### src/rtl/common_dffram_fifo_ctrl_pkg.sv
// Shared types and helpers for the DFF-RAM FIFO controller and its pointer counters.
package common_dffram_fifo_ctrl_pkg;

    // Encoded {push, pop} pair driving the occupancy update.
    typedef enum logic [1:0] {
        OpIdle = 2'b00,
        OpPop  = 2'b01,
        OpPush = 2'b10,
        OpBoth = 2'b11
    } fifo_op_e;

    // Increment that wraps to zero after depth-1 (depth need not be a power of two).
    function automatic int unsigned wrap_inc(input int unsigned ptr, input int unsigned depth);
        return (ptr == depth - 1) ? 0 : ptr + 1;
    endfunction

endpackage

### src/rtl/common_dffram_fifo_ptr.sv
// Wrap-at-DEPTH-1 pointer counter with synchronous clear; reset wins over clear.
module common_dffram_fifo_ptr
    import common_dffram_fifo_ctrl_pkg::*;
#(
    parameter int unsigned DEPTH = 4,
    localparam int unsigned PTR_W = $clog2(DEPTH)
) (
    input  logic             clk,
    input  logic             reset,
    input  logic             clear,
    input  logic             inc,
    output logic [PTR_W-1:0] ptr
);

    logic [PTR_W-1:0] ptr_q;

    always_ff @(posedge clk) begin
        if (reset) begin
            ptr_q <= '0;
        end else if (clear) begin
            ptr_q <= '0;
        end else if (inc) begin
            ptr_q <= PTR_W'(wrap_inc(32'(ptr_q), DEPTH));
        end
    end

    assign ptr = ptr_q;

endmodule

### src/rtl/common_dffram_fifo_ctrl.sv
// Turns an external 1W/2R DFF RAM into a first-word-fall-through FIFO: pointers, occupancy,
// flags and valid/ready handshakes. The RAM itself lives in the parent.
module common_dffram_fifo_ctrl
    import common_dffram_fifo_ctrl_pkg::*;
#(
    parameter int unsigned FIFO_WIDTH  = 8,
    parameter int unsigned FIFO_DEPTH  = 4,
    parameter int unsigned AFULL_LEVEL = FIFO_DEPTH - 1,
    localparam int unsigned PTR_W = $clog2(FIFO_DEPTH),
    localparam int unsigned CNT_W = $clog2(FIFO_DEPTH + 1)
) (
    input  logic                  clk,
    input  logic                  reset,
    input  logic                  flush,
    input  logic                  s_valid,
    output logic                  s_ready,
    input  logic [FIFO_WIDTH-1:0] s_data,
    output logic                  m_valid,
    input  logic                  m_ready,
    output logic [FIFO_WIDTH-1:0] m_data,
    output logic [CNT_W-1:0]      count,
    output logic                  empty,
    output logic                  full,
    output logic                  almost_full,
    output logic [PTR_W-1:0]      ram_addra,
    output logic                  ram_ena,
    output logic                  ram_wea,
    output logic [FIFO_WIDTH-1:0] ram_dina,
    output logic [PTR_W-1:0]      ram_addrb,
    input  logic [FIFO_WIDTH-1:0] ram_doutb
);

    logic [CNT_W-1:0] cnt_q, cnt_d;
    logic             push, pop;
    fifo_op_e         op;

    assign empty       = (cnt_q == '0);
    assign full        = (cnt_q == CNT_W'(FIFO_DEPTH));
    assign almost_full = (cnt_q >= CNT_W'(AFULL_LEVEL));
    assign count       = cnt_q;

    // Flush and reset gate both handshakes so no RAM write or pop can slip through.
    assign s_ready = !full && !flush && !reset;
    assign m_valid = !empty && !flush && !reset;
    assign push    = s_valid && s_ready;
    assign pop     = m_valid && m_ready;
    assign op      = fifo_op_e'({push, pop});

    assign ram_ena  = push;
    assign ram_wea  = push;
    assign ram_dina = s_data;
    assign m_data   = ram_doutb;

    always_comb begin
        cnt_d = cnt_q;
        unique case (op)
            OpPush:  cnt_d = cnt_q + CNT_W'(1);
            OpPop:   cnt_d = cnt_q - CNT_W'(1);
            default: cnt_d = cnt_q;
        endcase
    end

    always_ff @(posedge clk) begin
        if (reset || flush) begin
            cnt_q <= '0;
        end else begin
            cnt_q <= cnt_d;
        end
    end

    common_dffram_fifo_ptr #(
        .DEPTH(FIFO_DEPTH)
    ) u_wptr (
        .clk  (clk),
        .reset(reset),
        .clear(flush),
        .inc  (push),
        .ptr  (ram_addra)
    );

    common_dffram_fifo_ptr #(
        .DEPTH(FIFO_DEPTH)
    ) u_rptr (
        .clk  (clk),
        .reset(reset),
        .clear(flush),
        .inc  (pop),
        .ptr  (ram_addrb)
    );

endmodule

### config.mk
export PLATFORM = sky130hd
export DESIGN_NAME = common_dffram_fifo_ctrl
export DESIGN_NICKNAME = d
export VERILOG_FILES = /design/src/rtl/common_dffram_fifo_ctrl_pkg.sv /design/src/rtl/common_dffram_fifo_ptr.sv /design/src/rtl/common_dffram_fifo_ctrl.sv
export SDC_FILE = /design/constraint.sdc
export NUM_CORES = 1
export LEC_CHECK = 0
export CAP_MARGIN = 10
export CORE_UTILIZATION = 29
export CTS_CLUSTER_SIZE = 28
export DETAILED_ROUTE_END_ITERATION = 12
export PLACE_DENSITY_LB_ADDON = 0.3
export REMOVE_ABC_BUFFERS = 1
export SYNTH_ARGS = -nofsm -noshare
export SYNTH_HDL_FRONTEND = slang
export SYNTH_SLANG_ARGS = --single-unit
### constraint.sdc
create_clock -name clk -period 3.1 [get_ports clk]
set_input_delay 0.62 -clock clk [delete_from_list [all_inputs] [get_ports clk]]
set_output_delay 0.62 -clock clk [all_outputs]
set_load 0.01 [all_outputs]
== Word level (Yosys, flattened, before mapping) ==
Index checks and enable logic that the tools add are counted.

* Eq/ne operators: 5
* $add $sub $neg: 4
* $mul: 0
* Order comparisons: 1
* Div/mod/pow operators: 0
* Bitwise logic cells: 0
* Reduce and logical (&&, ||, !) cells: 14
* Shift-type cells: 0
* Multiplexer cells: 3

{| class="wikitable"
|+ Operator list
! operator !! count
|-
| $eq 2x2->1 const B || 3
|-
| $logic_and 1x1->1 || 6
|-
| $pmux 3 s2 || 1
|-
| $add 2x1->2 const B || 2
|-
| $logic_not 1->1 || 4
|-
| $mux 2 || 2
|-
| $add 3x1->3 const B || 1
|-
| $eq 3x3->1 const B || 1
|-
| $ge 3x2->1 const B || 1
|-
| $logic_not 3->1 || 1
|-
| $sub 3x1->3 const B || 1
|-
| $eq 2x1->1 const B || 1
|-
| $reduce_bool 2->1 || 1
|-
| $reduce_or 2->1 || 1
|-
| $logic_or 1x1->1 || 1
|}

* Register bits: 7
* Input port bits: 21
* ROM bits: 0
* Memories kept: 0
* Bits in writable memories: 0
* Bits in latches: 0

== Longest topological paths before layout ==
Gate-level depths: netlist of run 1.

* Word-level depth: 7
* Mapped depth: 9
* Depth with buffers taken out: 8

== Modules after synthesis ==
From an unflattened synthesis of run 1, not the netlist that was laid out.

* Cells, all modules: 59
* Area total of the unflattened synthesis: 534.3 µm²

{| class="wikitable"
|+ Modules (own cells, without submodules)
! module !! times used !! cells each !! seq. area each (µm²) !! area an instance (µm²)
|-
| common_dffram_fifo_ctrl || 1 || 43 || 60.1 || 344.1
|-
| common_dffram_fifo_ptr || 2 || 8 || 40.0 || 95.1
|}

== Worst setup path before layout of run 1 ==
No wires, ideal clock.

* Kind: input -> register
* Start: input port flush
* End: register cnt_q[2] (netlist: count[2])
* Arrival time: 2.343 ns
* Slack: 0.687 ns
* Stages: 9
* Buffers on the path: 1
* Cell sequence: or2_1 > buf_6 > nor3_2 > ha_1 > inv_1 > fa_1 > xor2_1 > or3_1 > a21oi_1

* Longest elaborated chain between the ends: 6
* Elaborated cells between the ends (all ways): 12
* Those cells by class: 2 x eq/ne; 1 x mux; 9 x reduce/logical

{| class="wikitable"
|+ Ends and longest elaborated chain
! item !! line !! text
|-
| from (decl) || common_dffram_fifo_ctrl.sv:14 || <nowiki>input logic flush,</nowiki>
|-
| $logic_not 1->1 * || common_dffram_fifo_ctrl.sv:44 || <nowiki>assign m_valid = !empty && !flush && !reset;</nowiki>
|-
| $logic_and 1x1->1 * (2 in series) || common_dffram_fifo_ctrl.sv:44 ||
|-
| $logic_and 1x1->1 * || common_dffram_fifo_ctrl.sv:46 || <nowiki>assign pop = m_valid && m_ready;</nowiki>
|-
| named net pop || common_dffram_fifo_ctrl.sv:34 || <nowiki>logic push, pop;</nowiki>
|-
| $eq 2x1->1 / $eq 2x2->1 (equally long branches) || common_dffram_fifo_ctrl.sv:56 || <nowiki>unique case (op)</nowiki>
|-
| $pmux 3 s2 / $reduce_bool 2->1 (equally long branches) || -- ||
|-
| to (signal assigned) || common_dffram_fifo_ctrl.sv:67 || <nowiki>cnt_q <= cnt_d;</nowiki>
|-
| to (decl) || common_dffram_fifo_ctrl.sv:33 || <nowiki>logic [CNT_W-1:0] cnt_q, cnt_d;</nowiki>
|}

The timed path passes the listed nets; every way through them passes the cells marked *.
A chain may end at the register's enable or synchronous reset.

== Worst setup path after layout of run 1 ==
* Start: input port flush
* End: output port s_ready

* Longest elaborated chain between the ends: 3

{| class="wikitable"
|+ Ends and longest elaborated chain
! item !! line !! text
|-
| $logic_not 1->1 || common_dffram_fifo_ctrl.sv:43 || <nowiki>assign s_ready = !full && !flush && !reset;</nowiki>
|-
| $logic_and 1x1->1 (2 in series) || common_dffram_fifo_ctrl.sv:43 ||
|-
| to (decl) || common_dffram_fifo_ctrl.sv:16 || <nowiki>output logic s_ready,</nowiki>
|}

Every way passes these cells.

==> results.tsv, run 1 <==
metric	value	unit
status	finished, final reports clean	
CTS root buf	clkbuf_4	
largest net degree at the start of global routing	9	
DR vias	437	
pwr dens	314	nW/um^2
drt first-iter violations	0	
iteration count of the initial detailed-routing pass	1	
Least-Margin Pin Slew	523	ps
clock buffer depth	2	
Mapped Cells	65	
Hold Path Origin	u_rptr.ptr[1]	
drt wl/cell	12.5	um
GP Congestion	0.636	
VDD IR max	0.141	mV
reg2reg start	count[2]	
Startpoint Class	primary input	
grt ovf	0	
Hold WS	479	ps
share of cells above drive strength 1	8.45	%
unrepaired setup endpoints after global routing	false	
Setup Skew	1.03	ps
Core ar.	1730	um^2
Final Non-Filler Cells	96	
Final HPWL DP	940	um
vias in the first global route	395	
Clock Sinks	7	
hold crit path type	flip-flop to flip-flop	
clk_lat worst skew	250	ps
std cell rows	15	
fin. max-slew vios	0	
starting density of the core	30.9	%
Post-CTS Setup Inserts	0	
Post-Syn Area	534	um^2
Max Fclk	366	MHz
number of synthesized flops with an enable pin	0	
slowest CP cell	clkdlybuf4s50_1	
Setup crit end kind	output pin	
YS warnings	0	
CTS clk-pin slew, worst paths	50	ps
CTS H-Tree Depth	1	
chip width	44.9	um
sequential area share after synthesis	26.2	%
LEAKAGE	0.260	nW
worst reg2reg path depth	8	
R2R Setup Slk	810	ps
Reg-to-Reg End	count[2]	
Max Fanout on Critical Path	8	
Final nets	97	
ANT cells	0	
CTS tree	yes	
FILL cells	198	
Die Area	2020	um^2
Die H	44.9	um
final core occ	37.5	%
hold path endpoint	u_rptr.ptr[1]	
total negative slack	0	ps
dpl cells	92	
Yosys top cell by area	dfxtp_1	
Synth area leaders	dfxtp_1 26%, buf_4 24%, ha_1 7.0%, inv_1 5.6%, nor2_1 4.9%	
Yosys cell types	22	
worst hold path stage count	2	
PostCTS Resize Cnt	0	
Final Hold Viols	0	
first-pass GRT wire length	1.79	mm
Routed WL	1.20	mm
Setup CP Type	primary input to output pin	
top-area cell type share of the netlist area	26.2	%
fin crit period	2730	ps
slowest cell delay on critical path	570	ps
worst-path cell chain	clkdlybuf4s50_1 > or2_1 > nor2_1 > clkdlybuf4s50_1	
total CTS buffers	3	
Post-synth ARST share	0	%
average cell area after synthesis	8.22	um^2
Max Cap Violations	0	
# setup viols final	0	
delay-heaviest family, CP	buffers and inverters	
Routed Antenna Nets	0	
Critical Path Most Common Cell	clkdlybuf4s50_1	
ys flop type	dfxtp_1	
Layout area overhead	21.3	%
# hold bufs at CTS	0	
Top Ports	51	
vias per cell	4.55	
CP arrival	2110	ps
Total GRT Usage	13.2	%
PortBufs	18	
Levels on crit path	4	
max_slew headroom	64.9	%
Buf/Inv on CP	2	
fin crit share	88.1	%
initial antenna violation count	0	
CP Data Required Time	2480	ps
most frequent cells after synthesis	17 x buf_4, 8 x inv_1, 7 x dfxtp_1, 7 x nor2_1	
drc violations	0	
#FFs+latches synth	7	
top-count cell post-synth	buf_4	
## routing by layer
| metal | share of wire [%] | GRT usage, % | up-vias |
|---|---|---|---|
| met5 | 0 | 8.57 | - |
| met4 | 0 | 3.64 | 0 |
| met3 | 18 | 15.2 | 0 |
| met2 | 40 | 14.8 | 36 |
| met1 | 42 | 15.0 | 195 |
| li1 | - | - | 206 |
## power by group
part / switching, W / total (W) / internal (W)
sequential: 0.00000151 / 0.0000929 / 0.0000914
clock: 0.0000352 / 0.0000844 / 0.0000492
combinational: 0.0000113 / 0.0000262 / 0.0000149
total: 0.0000480 / 0.000204 / 0.000156
## worst max-delay path by stage
stage                    end   from  slack, ps
detailed placement  count[2]  flush        240
global placement    count[2]  flush        280
finish               s_ready  flush        370
global route         s_ready  flush        280
floorplan           count[2]  flush        720
CTS                  s_ready  flush        350
## per-stage QoR
step / instance area, um^2 / setup WS [ps] / power [W]
2_1_floorplan: 395 / 722 / 0.000106
3_3_place_gp: 622 / 284 / 0.000121
3_5_place_dp: 622 / 238 / 0.000121
4_1_cts: 648 / 354 / 0.000210
5_1_grt: 648 / 284 / 0.000216
6_report: 648 / 369 / 0.000204
## registers in the layout, summed over array words and instances (netlist names)
| register | count |
|---|---|
| count | 3 |
| u_rptr.ptr | 2 |
| u_wptr.ptr | 2 |
## layout make-up
| class | instances | area [um^2] | area share, % |
|---|---|---|---|
| Multi-Input combinational cell | 32 | 225 | 34.7 |
| Timing Repair Buffer | 20 | 195 | 30.1 |
| Sequential cell | 7 | 140 | 21.6 |
| Tap cell | 25 | 31.3 | 4.83 |
| Inverter | 8 | 30.0 | 4.63 |
| Clock buffer | 4 | 26.3 | 4.05 |
## worst reg2reg max path, cell delays in order (launching register included)
cell and delay, ps:
dfxtp_1 400, or3b_1 410, nand3_1 190, ha_1 210, inv_1 60, fa_1 370, xor2_1 150, or3_1 310
a21oi_1 140
## cells by family after synthesis
group           synth area share [%]
fa+ha+maj                       10.8
xor+xnor                        3.28
simple gates                    16.2
buf+inv                         31.6
flops                           26.2
mux                             3.75
compound gates                  8.20
## layout by cell type, fill, tap and decap left out, types with 2 or more instances in the layout
| cell | instances |
|---|---|
| inv_1 | 8 |
| mux2i_1 | 2 |
| xor2_1 | 2 |
| a21oi_1 | 3 |
| buf_4 | 2 |
| dfxtp_1 | 7 |
| clkdlybuf4s50_1 | 18 |
| nand2_1 | 3 |
| ha_1 | 3 |
| clkbuf_4 | 3 |
| nor2_1 | 7 |
(Power assumes the default switching activity.)
==> run 2, diff against run 1 <==
--- a/config.mk
+++ b/config.mk
@@ -5,8 +5,9 @@
 export SDC_FILE = /design/constraint.sdc
 export NUM_CORES = 1
 export LEC_CHECK = 0
+export ABC_AREA = 1
 export CAP_MARGIN = 10
-export CORE_UTILIZATION = 29
+export CORE_UTILIZATION = 27
 export CTS_CLUSTER_SIZE = 28
 export DETAILED_ROUTE_END_ITERATION = 12
 export PLACE_DENSITY_LB_ADDON = 0.3
==> constraint.sdc (replaced) <==
create_clock -name clk -period 2.4 [get_ports clk]
set_input_delay 0.48 -clock clk [delete_from_list [all_inputs] [get_ports clk]]
set_output_delay 0.48 -clock clk [all_outputs]
set_load 0.01 [all_outputs]
==> run 2 against run 1 <==
Against the previous run: combinational power is 76% higher; synthesized cell count is 17% higher; die area is 12% higher; sequential share of layout area is 1.8 points lower; clock-buffer cell count stayed put; worst hold slack better by 11 ps; worst setup slack worse by 280 ps; via count is 7.8% higher.
==> results.tsv, run 2 <==
metric	value	unit	change
status	finished, final reports clean		
fin. max-slew vios	0		unchanged
CTS clk-pin slew, worst paths	60	ps	about the same
Routed WL	1.22	mm	+1.5%
Final nets	111		+14%
Overall Power	0.000279	W	+37%
average cell area after synthesis	7.38	um^2	-10%
ANT cells	0		unchanged
max reg flops	3		unchanged
max_slew headroom	86.7	%	+22 points
Max Cap Violations	0		unchanged
worst setup path end	ram_wea		
Die Area	2260	um^2	+12%
Setup Skew	4.67	ps	+3.64 ps
CP Launch Point	flush		
largest net degree at the start of global routing	6		-3
Setup Slack @ Placement	-9.31	ps	-247 ps
Mapped Cells	76		+17%
Die H	47.6	um	+5.9%
worst reg2reg path depth	13		+5
drc violations	0		unchanged
LEAKAGE	0.369	nW	+42%
initial antenna violation count	0		unchanged
Post-synth ARST share	0	%	unchanged
pwr dens	394	nW/um^2	+25%
CTS H-Tree Depth	1		unchanged
Total GRT Usage	11.9	%	-1.3 points
drt wl/cell	10.9	um	-13%
share of cells above drive strength 1	12.9	%	+4.5 points
PortBufs	18		unchanged
clk_lat worst skew	250	ps	about the same
Final Non-Filler Cells	112		+17%
Top Ports	51		unchanged
worst setup slack after layout	88.7	ps	-280 ps
ys flop type	dfxtp_1		
Yosys cell types	14		-36%
total CTS buffers	3		unchanged
commonest non-fill, non-tap cell in the layout	clkdlybuf4s50_1		
Final Hold Viols	0		unchanged
grt ovf	0		unchanged
Least-Margin Pin Slew	200	ps	-323 ps
Layout area overhead	26.3	%	
unrepaired setup endpoints after global routing	false		
std cell rows	16		+1
Final HPWL DP	966	um	+2.7%
#FFs+latches synth	7		unchanged
reg2reg start	count[1]		
drt first-iter violations	2		+2
number of synthesized flops with an enable pin	0		unchanged
vias in the first global route	403		+2.0%
Core ar.	1960	um^2	+14%
CP Data Required Time	1920	ps	-560 ps
GP Congestion	0.710		+12%
CTS tree	yes		
top-area cell type share of the netlist area	25.0	%	-1.2 points
chip width	47.6	um	+5.9%
R2R Setup Slk	630	ps	-180 ps
VDD IR max	0.114	mV	-19%
Routed Antenna Nets	0		unchanged
final core occ	36.1	%	-1.4 points
Synth area leaders	dfxtp_1 25%, buf_4 23%, nand2_1 9.4%, inv_1 8.0%, ha_1 6.7%		
DR vias	471		+7.8%
dpl cells	106		+15%
Startpoint Class	primary input		
hold crit path type	flip-flop to flip-flop		
starting density of the core	28.6	%	-2.4 points
Max Fclk	433	MHz	
YS warnings	0		unchanged
sequential area share after synthesis	25.0	%	-1.2 points
iteration count of the initial detailed-routing pass	3		+2
Clock Sinks	7		unchanged
most frequent cells in the layout	16 x clkdlybuf4s50_1, 14 x nand2_1, 12 x inv_1, 9 x nor2_1, 7 x dfxtp_1		
Max Fanout on Critical Path	5		-3
clock buffer depth	2		unchanged
CTS root buf	clkbuf_4		
fin crit share	96.3	%	
Setup crit end kind	output pin		
Setup CP Type	primary input to output pin		
Yosys top cell by area	dfxtp_1		
top-count cell post-synth	buf_4		
CP arrival	1830	ps	-280 ps
# setup viols final	0		unchanged
vias per cell	4.21		-7.6%
Reg-to-Reg End	count[2]		
most frequent cells after synthesis	17 x buf_4, 14 x nand2_1, 12 x inv_1		
fin crit period	2310	ps	
Post-Syn Area	561	um^2	+4.9%
first-pass GRT wire length	1.73	mm	-3.5%
## run 2: cell count changes after synthesis, sizes merged, moves of 2 or more
cell,change
inv,+5
nand3,+4
o21ai,+3
nor2,+3
xor2,-2
nand2,+11
nor3,-2
mux2i,-2
## run 2: area by class of cell
cell class / count / area, um^2
clock buffer: 4 / 26.3
fill: 231 / 1250
inverter: 13 / 48.8
multi-input combinational: 39 / 244
sequential: 7 / 140
tap: 27 / 33.8
timing repair buffer: 22 / 215
## run 2: where the power goes
group	internal [W]	leakage, nW	switching (W)	total [W]
sequential	0.000119	0.0567	0.00000225	0.000121
combinational	0.0000247	0.297	0.0000213	0.0000460
clock	0.0000638	0.0150	0.0000484	0.000112
total	0.000207	0.369	0.0000719	0.000279
## run 2: how the worst min path moves through the flow
stage / startpoint / to / slack, ps / cells after the start
final: u_rptr.ptr[1] / u_rptr.ptr[1] / 490 / 2
after global routing: u_rptr.ptr[1] / u_rptr.ptr[1] / 530 / 2
after CTS: u_rptr.ptr[1] / u_rptr.ptr[1] / 490 / 2
after detailed placement: u_rptr.ptr[1] / u_rptr.ptr[1] / 480 / 2
after global placement: u_rptr.ptr[1] / u_rptr.ptr[1] / 480 / 2
after floorplan: u_rptr.ptr[1] / u_rptr.ptr[1] / 500 / 2
## run 2: timing repair
action / 4_1_cts / 5_1_grt
pin swaps: 1 / 0
setup buffers: 2 / 0
hold buffers: 0 / 0
resized for setup: 0 / 2
setup endpoints to repair: 3 / 3
## run 2: worst max-delay path, cell delays in order
cell and delay [ps]:
clkdlybuf4s50_1 490, nor2_8 150, nand3_4 110, inv_2 80, clkdlybuf4s50_1 530
## run 2: metrics by stage
step	area, um^2	hold slack (ps)	TNS (ps)
after CTS	703	492	0
after global routing	708	525	0
after floorplan	433	502	0
after global placement	662	475	-2.44
after detailed placement	662	484	-15.6
final	708	489	0
## run 2: metal layers
layer / wire length [um] / global-route usage (%)
met1: 495 / 12.6
met2: 483 / 14.0
met3: 215 / 12.1
met4: 23 / 6.67
met5: 0 / 7.50
## run 2: kinds of logic after synthesis
group / count (synthesis) / share of synthesized area [%]
fa+ha+maj: 4 / 10.3
simple gates: 29 / 27.9
buf+inv: 30 / 31.5
flops: 7 / 25.0
compound gates: 6 / 5.36
